==> src/rtl/lsu_ctrl.sv <==
// RV32I load/store sequencer: decodes width, drives a word-aligned req/gnt/rvalid bus, extends load data.
// Build option LSU_MISALIGN_EN: allow any alignment, splitting word-crossing accesses into two beats.
module lsu_ctrl #(
  parameter int ADDR_W = 32
) (
  input  logic              clk,
  input  logic              rst_n,
  input  logic              req_valid,
  output logic              req_ready,
  input  logic              req_store,
  input  logic [2:0]        req_funct3,
  input  logic [ADDR_W-1:0] req_addr,
  input  logic [31:0]       req_wdata,
  input  logic [4:0]        req_rd,
  output logic              mem_req,
  output logic              mem_we,
  output logic [ADDR_W-1:0] mem_addr,
  output logic [3:0]        mem_wstrb,
  output logic [31:0]       mem_wdata,
  input  logic              mem_gnt,
  input  logic              mem_rvalid,
  input  logic [31:0]       mem_rdata,
  input  logic              mem_err,
  output logic              resp_valid,
  output logic [4:0]        resp_rd,
  output logic [31:0]       resp_rdata,
  output logic              resp_err
);

  typedef enum logic [2:0] {IDLE, REQ0, WAIT0, REQ1, WAIT1, RESP} state_t;

  state_t            state, state_nxt;
  logic              store_q;
  logic [2:0]        f3_q;
  logic [ADDR_W-1:0] addr_q;
  logic [31:0]       wdata_q;
  logic [4:0]        rd_q;
  logic [31:0]       rdata0_q;
  logic              err_q;

  logic              illegal_f3, misaligned, acc_err;
  logic [1:0]        off_q;
  logic [3:0]        mask;
  logic [3:0]        strb0;
  logic [31:0]       data0;
  logic              need_beat1;
  logic [ADDR_W-1:0] base_addr;
  logic [31:0]       r;
  logic [31:0]       load_ext;

  // Request decode happens on the live inputs so errors can be answered without bus activity.
  always_comb begin
    if (req_store) illegal_f3 = (req_funct3 >= 3'd3);
    else           illegal_f3 = (req_funct3 == 3'd3) || (req_funct3 == 3'd6) || (req_funct3 == 3'd7);
`ifdef LSU_MISALIGN_EN
    misaligned = 1'b0;
`else
    misaligned = ((req_funct3[1:0] == 2'd1) && req_addr[0]) ||
                 ((req_funct3[1:0] == 2'd2) && (req_addr[1:0] != 2'd0));
`endif
    acc_err = illegal_f3 || misaligned;
  end

  assign off_q     = addr_q[1:0];
  assign base_addr = {addr_q[ADDR_W-1:2], 2'b00};

  always_comb begin
    case (f3_q[1:0])
      2'd0:    mask = 4'b0001;
      2'd1:    mask = 4'b0011;
      default: mask = 4'b1111;
    endcase
  end

`ifdef LSU_MISALIGN_EN
  logic [7:0]        strb8;
  logic [63:0]       data64;
  logic [31:0]       rdata1_q;
  logic [63:0]       raw64;

  assign strb8      = {4'b0000, mask} << off_q;
  assign data64     = {32'b0, wdata_q} << {off_q, 3'b000};
  assign strb0      = strb8[3:0];
  assign data0      = data64[31:0];
  assign need_beat1 = |strb8[7:4];
  assign raw64      = {rdata1_q, rdata0_q};
  assign r          = 32'(raw64 >> {off_q, 3'b000});

  always_ff @(posedge clk or negedge rst_n) begin
    if (!rst_n)                                   rdata1_q <= '0;
    else if (state == IDLE && req_valid)          rdata1_q <= '0;
    else if (state == WAIT1 && mem_rvalid)        rdata1_q <= mem_rdata;
  end
`else
  assign strb0      = mask << off_q;
  assign data0      = wdata_q << {off_q, 3'b000};
  assign need_beat1 = 1'b0;
  assign r          = rdata0_q >> {off_q, 3'b000};
`endif

  always_comb begin
    case (f3_q)
      3'd0:    load_ext = {{24{r[7]}}, r[7:0]};
      3'd1:    load_ext = {{16{r[15]}}, r[15:0]};
      3'd4:    load_ext = {24'b0, r[7:0]};
      3'd5:    load_ext = {16'b0, r[15:0]};
      default: load_ext = r;
    endcase
  end

  // NOTE: sequential state uses non-blocking assignments so every flop samples pre-edge values.
  always_ff @(posedge clk or negedge rst_n) begin
    if (!rst_n) state <= IDLE;
    else        state <= state_nxt;
  end

  always_comb begin
    // NOTE: default assignment first so no path through the case infers a latch.
    state_nxt = state;
    case (state)
      IDLE:  if (req_valid) state_nxt = acc_err ? RESP : REQ0;
      REQ0:  if (mem_gnt) state_nxt = WAIT0;
      WAIT0: if (mem_rvalid) state_nxt = (need_beat1 && !mem_err) ? REQ1 : RESP;
`ifdef LSU_MISALIGN_EN
      REQ1:  if (mem_gnt) state_nxt = WAIT1;
      WAIT1: if (mem_rvalid) state_nxt = RESP;
`endif
      RESP:  state_nxt = IDLE;
      default: state_nxt = IDLE;
    endcase
  end

  always_ff @(posedge clk or negedge rst_n) begin
    if (!rst_n) begin
      store_q  <= 1'b0;
      f3_q     <= '0;
      addr_q   <= '0;
      wdata_q  <= '0;
      rd_q     <= '0;
      rdata0_q <= '0;
      err_q    <= 1'b0;
    end else begin
      if (state == IDLE && req_valid) begin
        store_q  <= req_store;
        f3_q     <= req_funct3;
        addr_q   <= req_addr;
        wdata_q  <= req_wdata;
        rd_q     <= req_rd;
        rdata0_q <= '0;
        err_q    <= acc_err;
      end
      if (state == WAIT0 && mem_rvalid) begin
        rdata0_q <= mem_rdata;
        err_q    <= err_q | mem_err;
      end
`ifdef LSU_MISALIGN_EN
      if (state == WAIT1 && mem_rvalid) err_q <= err_q | mem_err;
`endif
    end
  end

  assign req_ready = (state == IDLE) && rst_n;

  // Bus outputs are pure functions of state and latched fields, so they hold steady until grant.
  always_comb begin
    mem_req    = 1'b0;
    mem_we     = 1'b0;
    mem_addr   = '0;
    mem_wstrb  = '0;
    mem_wdata  = '0;
    resp_valid = 1'b0;
    resp_rd    = '0;
    resp_rdata = '0;
    resp_err   = 1'b0;
    case (state)
      REQ0: begin
        mem_req   = 1'b1;
        mem_we    = store_q;
        mem_addr  = base_addr;
        mem_wstrb = store_q ? strb0 : 4'b0000;
        mem_wdata = store_q ? data0 : 32'b0;
      end
`ifdef LSU_MISALIGN_EN
      REQ1: begin
        mem_req   = 1'b1;
        mem_we    = store_q;
        mem_addr  = base_addr + ADDR_W'(4);
        mem_wstrb = store_q ? strb8[7:4] : 4'b0000;
        mem_wdata = store_q ? data64[63:32] : 32'b0;
      end
`endif
      RESP: begin
        resp_valid = 1'b1;
        resp_rd    = rd_q;
        resp_err   = err_q;
        resp_rdata = store_q ? 32'b0 : load_ext;
      end
      default: ;
    endcase
  end

endmodule

==> config.mk <==
export PLATFORM = sky130hd
export DESIGN_NAME = lsu_ctrl
export DESIGN_NICKNAME = d
export VERILOG_FILES = /design/src/rtl/lsu_ctrl.sv
export SDC_FILE = /design/constraint.sdc
export NUM_CORES = 1
export LEC_CHECK = 0
export CAP_MARGIN = 20
export CORE_ASPECT_RATIO = 0.7
export CORE_MARGIN = 2
export CORE_UTILIZATION = 41
export DETAILED_ROUTE_END_ITERATION = 8
export GPL_TIMING_DRIVEN = 1
export PLACE_DENSITY_LB_ADDON = 0.08
export SYNTH_ARGS = -nofsm -noshare
export SYNTH_HDL_FRONTEND = slang
export SYNTH_SLANG_ARGS = --single-unit
==> constraint.sdc <==
create_clock -name clk -period 2.1 [get_ports clk]
set_clock_uncertainty 0.2 [all_clocks]
set_input_delay 0.42 -clock clk [delete_from_list [all_inputs] [get_ports clk]]
set_output_delay 0.42 -clock clk [all_outputs]
set_load 0.05 [all_outputs]
==> impl_metrics.json <==
{
  "outcome": "complete, but fails checks",
  "violations": "negative hold slack, negative setup slack",
  "finalWirelength_mm": 27.2,
  "remaining_drc_errors": 0,
  "initial_core_util_pct": 42.2,
  "finish.net_count": 1148,
  "antennaDiodeCount": 0,
  "power.switching_fraction_pct": 46.0,
  "drtPass1Iterations": 5,
  "topRoutingLayerUsed": "met5",
  "layout_common_cells": "284 x sky130_fd_sc_hd__nand2_1, 132 x sky130_fd_sc_hd__buf_12, 109 x sky130_fd_sc_hd__clkdlybuf4s50_1",
  "cts-hold-fix-buffers": 0,
  "synth-seq-cells": 109,
  "finalHoldWorstSlack_ns": -0.0335,
  "timing.final.crit_period_ns": 2.79,
  "timing.critical_path.cells": "buf_12, mux2i_2, buf_4, nor3_4, buf_6, a21oi_4, nand2_4, buf_12",
  "clk_root_buffer_cell": "sky130_fd_sc_hd__clkbuf_16",
  "row_count": 36,
  "globalRouteTotalUtil_pct": 31.4,
  "share_comb_of_total_power_pct": 67.0,
  "grt_pass1_wl_mm": 37.8,
  "period_share_pct": 133,
  "layout_commonest_cell": "sky130_fd_sc_hd__nand2_1",
  "ios": 221,
  "cp_slowest_stage_delay_ns": 0.49,
  "fraction_of_layout_instances_using_a_drive_strength_above_1_pct": 43.7,
  "crit_start_category": "flop",
  "drt_iter0_drc": 580,
  "cap_viol_max_count": 0,
  "maximum_number_of_pins_on_one_net_before_global_route_repair": 110,
  "area_delta_synth_final_pct": 108,
  "met2_length_mm": 13.2,
  "slew_violations": 0,
  "vias": 6897,
  "worst-slew-pin-transition_ns": 0.631,
  "powerDensity_nw_per_um2": 1480,
  "timing.critical_path.buf_inv": 4,
  "worst-setup-path-type": "flop to output port",
  "crit_fanout": 7,
  "holdCritPathClass": "input pin to async pin",
  "vias_per_cell": 5.60,
  "irDropWorstVdd_v": 0.000958,
  "cp_top_family": "buffers and inverters",
  "ys_warn_count": 0,
  "critPathRequiredTime_ns": 1.48,
  "power.switching_mw": 8.38,
  "hold_viol": 10,
  "cts_made_buffers": 9,
  "maxSlewHeadroom_pct": 58.0,
  "internal-power_mw": 9.85,
  "grt_antenna_before_repair": 2,
  "cp-end-kind": "output port",
  "route.antenna.remaining_nets": 0,
  "globalRoute.totalOverflow": 0,
  "cts_tree": "yes",
  "layout_setup_ws_ns": -0.692,
  "cts.reportedPaths.clkPinSlew_ns": 0.08,
  "drt-met1-wl_mm": 10.1,
  "sequentialPowerShare_pct": 23.0,
  "placement_stage_cell_area_um2": 10500,
  "static-leakage-power_nw": 5.35,
  "clkSinkCount": 109,
  "finalSetupViolCount": 108,
  "clock_latency_ns": 0.37,
  "core_region_area_um2": 14000,
  "hpwl_after_detailed_placement_mm": 15.6,
  "met3_length_mm": 2.94,
  "share_clk_of_total_power_pct": 10.1,
  "die_boundary_height_um": 104,
  "depth_of_the_cts_h_tree": 3,
  "clk_path_buf_depth": 2,
  "layout.cell_area.non_filler_um2": 12300,
  "yosysSeqAreaShare_pct": 46.3,
  "number_of_global_route_vias_before_repair": 6914,
  "globalplace.congestion": 0.883,
  "floorplan.die_area_um2": 15400,
  "fill_cells": 592,
  "grt_setup_unrepaired": "yes",
  "portBuffers": 218,
  "dieWidth_um": 147,
  "crit_path_top_delay_cell": "sky130_fd_sc_hd__dfrtp_2",
  "syn_inst": 740,
  "synth_area_um2": 5900,
  "cpMostUsedCell": "sky130_fd_sc_hd__buf_12",
  "route.detailed.wl_per_inst_um": 22.1,
  "timing.setup.tns_ns": -52.41,
  "avgSynthCellArea_um2": 7.97,
  "crit_arrival_ns": 2.17,
  "yosys.cell_types.count": 41,
  "max_freq_mhz": 358
}
-- area by class of cell --
cell class / count / area, um^2 / share of cell area (%)
repair buffers: 340 / 4800 / 39.0
multi-input cells: 573 / 4200 / 34.1
flip-flops and latches: 109 / 2730 / 22.2
well taps: 190 / 238 / 1.93
clock buffers: 9 / 225 / 1.83
clock inverters: 7 / 80.1 / 0.651
inverters: 4 / 20.0 / 0.163
-- per-stage QoR --
stage,utilization (%),worst slack [ns],cells,power [mW]
final,88.0,-0.692,1232,18.2
after floorplan,-,-0.327,741,8.83
after CTS,84.1,-0.617,1233,16.7
after global placement,75.4,-0.197,1187,12.8
after global routing,88.0,-0.733,1232,18.9
after detailed placement,75.4,-0.269,1187,13.1
-- cell usage after synthesis, drive strengths merged --
master   count  area, um^2
and2        41         257
nor2        48         183
nand3        7        45.0
nand3b       2        15.0
o31ai        1        7.51
and3         6        37.5
conb         1        3.75
a211oi      38         285
o21bai       1        7.51
dfrtp      109        2730
or2          1        6.26
nand2      294        1100
nor4         1        6.26
o32ai        1        8.76
o311ai       1        8.76
a221oi       2        17.5
nor2b       17         106
nand2b       2        12.5
xnor2        1        8.76
nor3b        2        15.0
and2b        1        7.51
or3          7        43.8
mux2i       33         330
or4          1        11.3
nor3         7        51.3
nor4b        1        23.8
and4bb       1        12.5
clkbuf      24        90.1
o21ai       35         175
inv          4        17.5
buf         31         170
a21oi       18        90.1
nand4bb      1        11.3
-- routing by layer --
layer  vias to the layer above  track usage [%]
li1                       2990                -
met1                      3394             39.4
met2                       430             51.4
met3                        81             10.7
met4                         2             9.48
met5                         -                0
-- sequential cells by signal, indices dropped and copies added, names as in the netlist --
name      flops
addr_q       32
rdata0_q     32
wdata_q      32
rd_q          5
f3_q          3
state         3
err_q         1
store_q       1
-- final timing paths --
kind	from	endpoint	slack, ns	cells past startpoint
min reg2reg	addr_q[30]	addr_q[30]	0.28	2
max reg2reg	state[2]	rdata0_q[24]	0.04	8
min	rst_n	rdata0_q[22]	-0.03	2
max	addr_q[1]	resp_rdata[26]	-0.69	8
min in group clk	addr_q[30]	addr_q[30]	0.28	2
max in group asynchronous	rst_n	state[2]	1.21	2
-- power by group through the flow --
stage	logic (mW)	registers (mW)	clock network, mW
floorplan	5.24	3.59	0
global placement	9.00	3.75	0
detailed placement	9.26	3.82	0
CTS	11.0	3.90	1.84
global route	12.8	4.25	1.94
finish	12.2	4.19	1.83
-- repair_timing --
item,CTS,global route
resized for setup,139,125
setup buffers,25,16
setup endpoints to repair,108,177
cloned,8,4
pin swaps,47,46
-- kinds of logic after synthesis --
group / synth area share, %
xor gates and xnor gates: 0.149
AOI/OAI and AO/OA: 10.2
buffers and inverters: 4.71
and+or+nand+nor: 33.0
muxes: 5.60
DFF: 46.3
other: 0.0636
Power figures use the tool's default switching activity.
